## config.mk

```make
export PLATFORM = sky130hd
export DESIGN_NAME = bus_arbiter
export DESIGN_NICKNAME = d
export VERILOG_FILES = /design/src/rtl/bus_arbiter.sv
export SDC_FILE = /design/constraint.sdc
export NUM_CORES = 1
export LEC_CHECK = 0
export CAP_MARGIN = 10
export CELL_PAD_IN_SITES_DETAIL_PLACEMENT = 0
export CELL_PAD_IN_SITES_GLOBAL_PLACEMENT = 1
export CORE_MARGIN = 2
export CORE_UTILIZATION = 13
export DETAILED_ROUTE_END_ITERATION = 8
export PLACE_DENSITY = 0.79
export SETUP_SLACK_MARGIN = 0.02
export SKIP_CTS_REPAIR_TIMING = 1
export SYNTH_ARGS = -nofsm -noshare
export SYNTH_HDL_FRONTEND = slang
export SYNTH_SLANG_ARGS = --single-unit
```

## constraint.sdc

```tcl
create_clock -name clock -period 1.4 [get_ports clock]
set_input_delay 0.14 -clock clock [delete_from_list [all_inputs] [get_ports clock]]
set_output_delay 0.14 -clock clock [all_outputs]
set_load 0.005 [all_outputs]
```

## src/rtl/bus_arbiter.sv

```systemverilog
// N-master shared-bus arbiter: fixed-priority or round-robin selection, a parked
// default owner, an optional hold limit, and a private master-0 read path.
module bus_arbiter #(
    parameter int unsigned MASTERS  = 2,
    parameter int unsigned AW       = 16,
    parameter int unsigned DW       = 8,
    parameter int unsigned MODE     = 0,
    parameter int unsigned DEFAULT  = 0,
    parameter int unsigned MAX_HOLD = 0
) (
    input  logic                    clock,
    input  logic                    resetn,
    input  logic [MASTERS-1:0]      m_req,
    input  logic [MASTERS*AW-1:0]   m_address,
    input  logic [MASTERS*DW-1:0]   m_outdata,
    input  logic [MASTERS-1:0]      m_load,
    input  logic [MASTERS-1:0]      m_store,
    output logic [MASTERS*DW-1:0]   m_indata,
    output logic [MASTERS-1:0]      m_grant,
    output logic [AW-1:0]           bus_address,
    output logic [DW-1:0]           bus_outdata,
    output logic                    bus_load,
    output logic                    bus_store,
    input  logic [DW-1:0]           bus_data,
    input  logic [DW-1:0]           priv_data,
    output logic [2:0]              downer
);

    localparam int unsigned IW = 3;
    localparam int unsigned HW = (MAX_HOLD == 0) ? 1 : $clog2(MAX_HOLD + 1);
    localparam logic [IW-1:0] DEF_IDX  = IW'(DEFAULT);
    localparam logic [IW-1:0] RR_INIT  = IW'((DEFAULT + 1) % MASTERS);
    localparam logic [HW-1:0] HOLD_MAX = HW'(MAX_HOLD);

    if (MASTERS < 2 || MASTERS > 8 || DEFAULT >= MASTERS) begin : g_bad_params
        $error("bus_arbiter: MASTERS must be 2..8 and DEFAULT < MASTERS");
    end

    logic [IW-1:0]      owner_q, owner_d;
    logic [IW-1:0]      rr_q, rr_d;
    logic [HW-1:0]      hold_q, hold_d;
    logic [MASTERS-1:0] grant_d;

    // Lowest-index requester; MSB of the result flags that one was found.
    function automatic logic [IW:0] pick_fixed(input logic [MASTERS-1:0] req);
        logic [IW:0] r;
        r = '0;
        for (int unsigned i = 0; i < MASTERS; i++) begin
            if (req[i] && !r[IW]) r = {1'b1, IW'(i)};
        end
        return r;
    endfunction

    // First requester at or above start, else wrap to the lowest requester.
    function automatic logic [IW:0] pick_rr(input logic [MASTERS-1:0] req,
                                            input logic [IW-1:0]      start);
        logic [IW:0] hi;
        logic [IW:0] lo;
        hi = '0;
        lo = '0;
        for (int unsigned i = 0; i < MASTERS; i++) begin
            if (req[i]) begin
                if (!lo[IW]) lo = {1'b1, IW'(i)};
                if (!hi[IW] && (IW'(i) >= start)) hi = {1'b1, IW'(i)};
            end
        end
        return hi[IW] ? hi : lo;
    endfunction

    function automatic logic [IW-1:0] next_idx(input logic [IW-1:0] idx);
        return (32'(idx) == MASTERS - 1) ? '0 : idx + IW'(1);
    endfunction

    // State register
    always_ff @(posedge clock or negedge resetn) begin
        if (!resetn) begin
            owner_q <= DEF_IDX;
            rr_q    <= RR_INIT;
            hold_q  <= '0;
            m_grant <= MASTERS'(1) << DEF_IDX;
            downer  <= DEF_IDX;
        end else begin
            owner_q <= owner_d;
            rr_q    <= rr_d;
            hold_q  <= hold_d;
            m_grant <= grant_d;
            downer  <= owner_d;
        end
    end

    // Next-state: release / keep / expiry decision and hold accounting
    logic [MASTERS-1:0] own_oh;
    logic [MASTERS-1:0] others;
    logic               owner_req;
    logic               expired;
    logic [IW:0]        pick;

    always_comb begin
        owner_d   = owner_q;
        rr_d      = rr_q;
        hold_d    = hold_q;
        own_oh    = MASTERS'(1) << owner_q;
        others    = m_req & ~own_oh;
        owner_req = |(m_req & own_oh);
        expired   = (MAX_HOLD != 0) && (hold_q == HOLD_MAX) && (|others);
        pick      = (MODE == 1) ? pick_rr(others, rr_q) : pick_fixed(others);

        if (!owner_req || expired) begin
            if (pick[IW])     owner_d = pick[IW-1:0];
            else if (expired) owner_d = owner_q;
            else              owner_d = DEF_IDX;
        end

        if ((MODE == 1) && (owner_d != owner_q)) rr_d = next_idx(owner_d);

        if ((owner_d != owner_q) || !(|others)) hold_d = '0;
        else if (hold_q != HOLD_MAX)            hold_d = hold_q + HW'(1);

        grant_d = MASTERS'(1) << owner_d;
    end

    // Bus steering and read return, combinational from the owner register
    always_comb begin
        bus_address = '0;
        bus_outdata = '0;
        bus_load    = 1'b0;
        bus_store   = 1'b0;
        m_indata    = '0;
        for (int unsigned i = 0; i < MASTERS; i++) begin
            if (owner_q == IW'(i)) begin
                bus_address              = m_address[i*AW +: AW];
                bus_outdata              = m_outdata[i*DW +: DW];
                bus_load                 = m_load[i];
                bus_store                = m_store[i];
                m_indata[i*DW +: DW]     = bus_data;
            end
        end
        // Master 0's private HRAM/IE path bypasses arbitration entirely.
        m_indata[DW-1:0] = m_indata[DW-1:0] | priv_data;
    end

endmodule

```

After elaboration in Yosys (flattened, before gate mapping). Cells that the tools add are included.

Eq/ne operators: 1. Shift operators: 2. Multiplexer cells: 14. Bitwise operators: 4. Reduce and logical (&&, ||, !) cells: 4.

Operators by type and width (count): $mux 16 (2); $mux 8 (4); $mux 4 (2); $or 8x8->8 (1); $mux 3 (2); $shl 1x3->2 const A (2); $and 2x2->2 (2); $mux 1 (4); $eq 3x1->1 const B (1); $logic_not 3->1 (1); $not 2->2 (1); $reduce_or 2->1 (1); $logic_and 1x1->1 (1); $logic_not 1->1 (1).

Bits in registers: 5. Input bits: 72. Word-level logic and storage cells: 27.

Logic depth before layout (Yosys ltp). Gate-level depths: netlist (run 1).

Depth after elaboration: 10. Mapped depth: 4.

Worst setup path before layout (run 1). OpenSTA, ideal clock, no wires.

Kind: register -> output. From: register owner_q[0]. To: output m_indata[0]. Data arrival time: 1.046 ns. Data required time: 1.260 ns. Path slack: 0.214 ns. Cell stages (with the launch flop): 4. Buffers on the path: 1. Path through: dfrtp_1 -> buf_6 -> nor2_1 -> a31o_2.

Cells in the longest elaborated chain, start to end: 3.

Ends and longest elaborated chain: start: declaration (line 39) `logic [IW-1:0] owner_q, owner_d;`; start signal: assignment (line 83) `owner_q <= owner_d;`; $logic_not 3->1 (line 130) `if (owner_q == IW'(i)) begin`; $mux 8 (line 130); $or 8x8->8 (line 139) `m_indata[DW-1:0] = m_indata[DW-1:0] | priv_data;`; end: declaration (line 18) `output logic [MASTERS*DW-1:0] m_indata,`.

No other way between the ends.

Worst setup path in the final report (run 1).
From: register owner_q[2]. To: output m_indata[4].

The elaborated chain is that of the path after synthesis.

==> flow_summary.ini, run 1 <==
[die]
die_w_um = 79.0
die_height_um = 79.0
ioPinCount = 119
die_area_mm2 = 0.00625
core_mm2 = 0.00547
core.rowCount = 27
initial_core_util_pct = 13.4

[clock_tree]
cts_root_buf = clkbuf_8
cts_sinks = 5
cts_tree = done
cts_buffers = 3
clockBufferDepth = 2
htree_num_levels = 1
clk_latency_ns = 0.22
clk_pin_slew_ns = 0.03

[timing]
clock.fmax_mhz = 636
clock_skew_ns = 0.000937
fin_crit_ns = 1.57
hold_violations = 0
fin_crit_sh_pct = 112
setup_viol = 41
hold-worst-slack_ns = 0.141
slew_violations = 0
setup_ws_ns = -0.173
rsz0062_at_grt = true

[yosys]
synthTopCellsByArea = mux2i_1 (36%), nor2_1 (14%), dfrtp_1 (14%), a31o_2 (9.6%), nor3b_1 (9.2%)
synth_edf_count = 0
synth_top_area_cell = mux2i_1
synthCells = 91
yosysMostFrequentCell = nor2_1
ys_ff_latch = 5
yosysTopAreaCellShare_pct = 35.6
synthTopCellsByCount = nor2_1 (27), mux2i_1 (26), nor3b_1 (9), a31o_2 (8), dfrtp_1 (4)
synthesis.area_um2 = 732
avgSynthCellArea_um2 = 8.04
synth_flop_cell = dfrtp_1
synth_async_sr_flop_share_pct = 100
ys_seq_area_share_pct = 17.3
yosys_warnings = 0
yosysUniqueCellTypes = 16

[layout]
fin_area_mm2 = 0.00244
diodes = 0
fin_cells = 311
syn_to_final_growth_pct = 234
drive_gt1_share_pct = 50.2
layout.nets = 312

[critical_path]
reg2reg_slack_ns = 0.02
endpoint_kind = output port
required_ns = 1.26
path_class = flip-flop to output port
path_max_fanout = 6
cp_data_arrival_time_ns = 1.43
critPathLaunchType = flip-flop

[routing]
vias = 1243
routed_via_density = 4.00
drc = 0
wl_per_cell_um = 14.1
drtIter0Drc = 19
dr.pass1.iters = 4
postRouteAntennaNets = 0
routed_wl_mm = 4.38

[global_routing]
grt_pass1_vias = 1116
grt_pass1_wl_mm = 5.16
grt_max_degree = 27
antenna_found_initial = 0
grt_overflow = 0
grt_usage_pct = 10.1

[power_and_ir_drop]
power_leakage_uw = 0.00109
vdd_ir_drop_max_mv = 0.517
p_per_area_mw_per_mm2 = 442
total_power_uw = 1080

[place]
io_buffers = 118
place_area_mm2 = 0.00204
place_hpwl_mm = 2.88
gp_congestion = 0.719
place_inst = 284

[status]
status = complete, but fails checks
violations = setup timing

[job]
cap_violations = 0

[worst_hold_path]
hold_path_class = primary input to async pin
-- final cells by class --
| cell class | instances | area (µm²) |
|---|---|---|
| inverter | 2 | 11.3 |
| sequential | 5 | 128 |
| clock buffer | 4 | 45.0 |
| timing repair buffer | 151 | 1390 |
| tap | 72 | 90.1 |
| multi-input combinational | 77 | 779 |
| fill | 564 | 3030 |
-- kinds of logic (layout without fill, tap and decap cells) --
family / after synthesis / after routing / synth area share [%]
and+or+nand+nor: 38 / 38 / 24.8
muxes: 26 / 26 / 35.6
AOI/OAI and AO/OA: 11 / 11 / 12.3
buffers and inverters: 10 / 157 / 9.57
DFF: 5 / 5 / 17.3
other: 1 / 2 / 0.512
-- per-stage QoR --
step | TNS (ns) | utilization (%) | setup WS [ns]
after CTS | -17.80 | 38.2 | -0.469
after global routing | -6.61 | 44.7 | -0.218
after detailed placement | -7.43 | 37.4 | -0.229
after floorplan | 0 | - | 0.214
final | -3.91 | 44.7 | -0.173
after global placement | -6.79 | 37.4 | -0.177
-- per-layer routing --
metal,up-vias,global-route usage (%),part of all wire (%)
li1,614,-,-
met1,577,11.6,38
met2,52,18.2,54
met3,0,2.73,7.6
met4,0,3.28,0
met5,-,0,0
-- registers in the layout, summed over array words and instances (netlist names) --
signal	flops
owner_q	3
m_grant	2
-- power breakdown --
| part | total, µW | switching (µW) | internal (µW) |
|---|---|---|---|
| sequential | 165 | 10.4 | 155 |
| clock | 263 | 67.8 | 195 |
| combinational | 653 | 220 | 432 |
| total | 1080 | 299 | 782 |
-- layout by cell type, fill, tap and decap left out, drive strengths merged, types with 2 or more instances in the layout --
| cell | Yosys | routed |
|---|---|---|
| a31o | 8 | 8 |
| buf | 7 | 52 |
| clkbuf | 1 | 26 |
| clkdlybuf4s50 | 0 | 72 |
| conb | 1 | 2 |
| dfrtp | 4 | 4 |
| dlymetal6s2s | 0 | 5 |
| mux2i | 26 | 26 |
| nor2 | 27 | 27 |
| nor3b | 9 | 9 |
| o21a | 2 | 2 |
-- final timing paths --
check / startpoint / to / depth (start not counted)
worst max register to register: owner_q[0] / m_grant[0] / 4
worst max-delay path: owner_q[2] / m_indata[4] / 7
worst min-delay path: resetn / owner_q[2] / 1
min in group clock: m_req[1] / m_grant[0] / 2
worst min register to register: owner_q[1] / owner_q[0] / 3
max in group asynchronous: resetn / m_grant[0] / 1
-- critical path, cell delays in order (launching register included) --
cell	delay [ns]
dfrtp_1	0.39
buf_6	0.12
nor2_2	0.03
buf_6	0.13
buf_6	0.11
buf_6	0.10
a31o_4	0.21
buf_6	0.11
No activity file was read; power rests on OpenSTA's default activity.
==> run 2, diff against run 1 <==
CORE_UTILIZATION = 35   (was 13)
DONT_BUFFER_PORTS = 1   (was default)
PLACE_DENSITY = 0.73   (was 0.79)
==> run 2 against run 1 <==
The flow now finishes without violations. Die area shrank 60%. Combinational power shrank 61%. Hold slack lost 0.11 ns.
==> flow_summary.ini, run 2 (synthesis gave the netlist of run 1 again) <==
[place]
place_hpwl_mm = 1.64
io_buffers = 0
gp_congestion = 0.726

[timing]
hold_violations = 0
setup_viol = 0
clock_skew_ns = 0.000208
setup_tns_ns = 0
slew_violations = 0
rsz0062_at_grt = true
fin_crit_ns = 1.39
fin_crit_sh_pct = 99.5
clock.fmax_mhz = 718
hold-worst-slack_ns = 0.0263

[layout]
drive_gt1_share_pct = 67.7
largest_register = owner_q
layout.nets = 169
final_cell_mix = nor2_2 (25), mux2i_1 (19), a31o_2 (8), nor3b_2 (8), mux2i_2 (5)
syn_to_final_growth_pct = 41.9
diodes = 0
final_common_cell = nor2_2
largest_register_ffs = 3
largestRegisters = owner_q x3, m_grant x2

[routing]
routed_wl_mm = 2.38
postRouteAntennaNets = 0
routed_via_density = 5.87
vias = 722
dr.pass1.iters = 4
wl_per_cell_um = 19.3
drc = 0
drtIter0Drc = 13

[critical_path]
reg2reg_from = owner_q[1]
reg2reg_slack_ns = 0.29
path_max_fanout = 13
required_ns = 1.26
critPathLaunchType = flip-flop
startpoint = owner_q[0]
critPathCapture = bus_outdata[4]
path_class = flip-flop to output port
r2r-end = owner_q[0]
r2r_cells = 3
cp_data_arrival_time_ns = 1.25
endpoint_kind = output port

[clock_tree]
clk_latency_ns = 0.23
cts_tree = done
clk_pin_slew_ns = 0.04
cts_buffers = 3
cts_sinks = 5
clockBufferDepth = 2
htree_num_levels = 1
cts_root_buf = clkbuf_4

[die]
core_mm2 = 0.00196
ioPinCount = 119
initial_core_util_pct = 37.3
die_w_um = 49.7
die_height_um = 49.7
core.rowCount = 16
die_area_mm2 = 0.00247

[power_and_ir_drop]
power_leakage_uw = 0.000350
p_per_area_mw_per_mm2 = 562
vdd_ir_drop_max_mv = 0.504

[global_routing]
grt_overflow = 0
grt_usage_pct = 13.9
grt_pass1_wl_mm = 2.73
antenna_found_initial = 0
grt_pass1_vias = 598
grt_max_degree = 27

[status]
status = completed

[worst_hold_path]
hold_path_class = primary input to flip-flop

[job]
cap_violations = 0
-- run 2: final cells by class --
class	instances	area [µm²]
fill	184	923
timing repair buffer	8	133
multi-input combinational	77	706
inverter	2	11.3
tap	27	33.8
sequential	5	129
clock buffer	4	26.3
-- run 2: worst max-delay path: stages (launching register included) --
cell	delay (ns)
dfrtp_2	0.47
clkbuf_16	0.22
mux2i_1	0.25
nor2_2	0.07
-- run 2: worst min-delay path by stage --
| stage | from | endpoint | slack, ns | cells past startpoint |
|---|---|---|---|---|
| 2_1_floorplan | resetn | m_grant[1] | -0.16 | 0 |
| 3_3_place_gp | resetn | owner_q[0] | -0.16 | 0 |
| 3_5_place_dp | resetn | m_grant[1] | -0.16 | 0 |
| 4_1_cts | resetn | m_grant[1] | -0.41 | 0 |
| 5_1_grt | m_req[1] | m_grant[1] | 0.01 | 1 |
| 6_report | m_req[1] | m_grant[1] | 0.03 | 1 |
-- run 2: per-layer routing --
| metal | vias up | GRT usage (%) | routed length (µm) |
|---|---|---|---|
| met5 | - | 0 | 0 |
| met4 | 0 | 4.17 | 0 |
| met3 | 0 | 5.76 | 242 |
| met2 | 49 | 24.4 | 1320 |
| met1 | 346 | 15.0 | 815 |
| li1 | 327 | - | - |
-- run 2: stage by stage --
step	util [%]	worst slack, ns	instance area, µm²	cells	total power (µW)
6_report	52.9	0.00661	1040	123	584
2_1_floorplan	-	0.214	736	92	318
5_1_grt	52.9	-0.0481	1040	123	621
3_5_place_dp	37.8	0.176	742	114	334
3_3_place_gp	37.8	0.193	742	114	330
4_1_cts	39.2	-0.0829	768	118	501
-- run 2: power by group --
part	leakage (µW)	total, µW	switching [µW]	internal, µW
Clock	0.0000150	161	53.4	107
Sequential	0.0000572	166	10.7	155
Combinational	0.000278	257	127	130
Total	0.000350	584	192	392
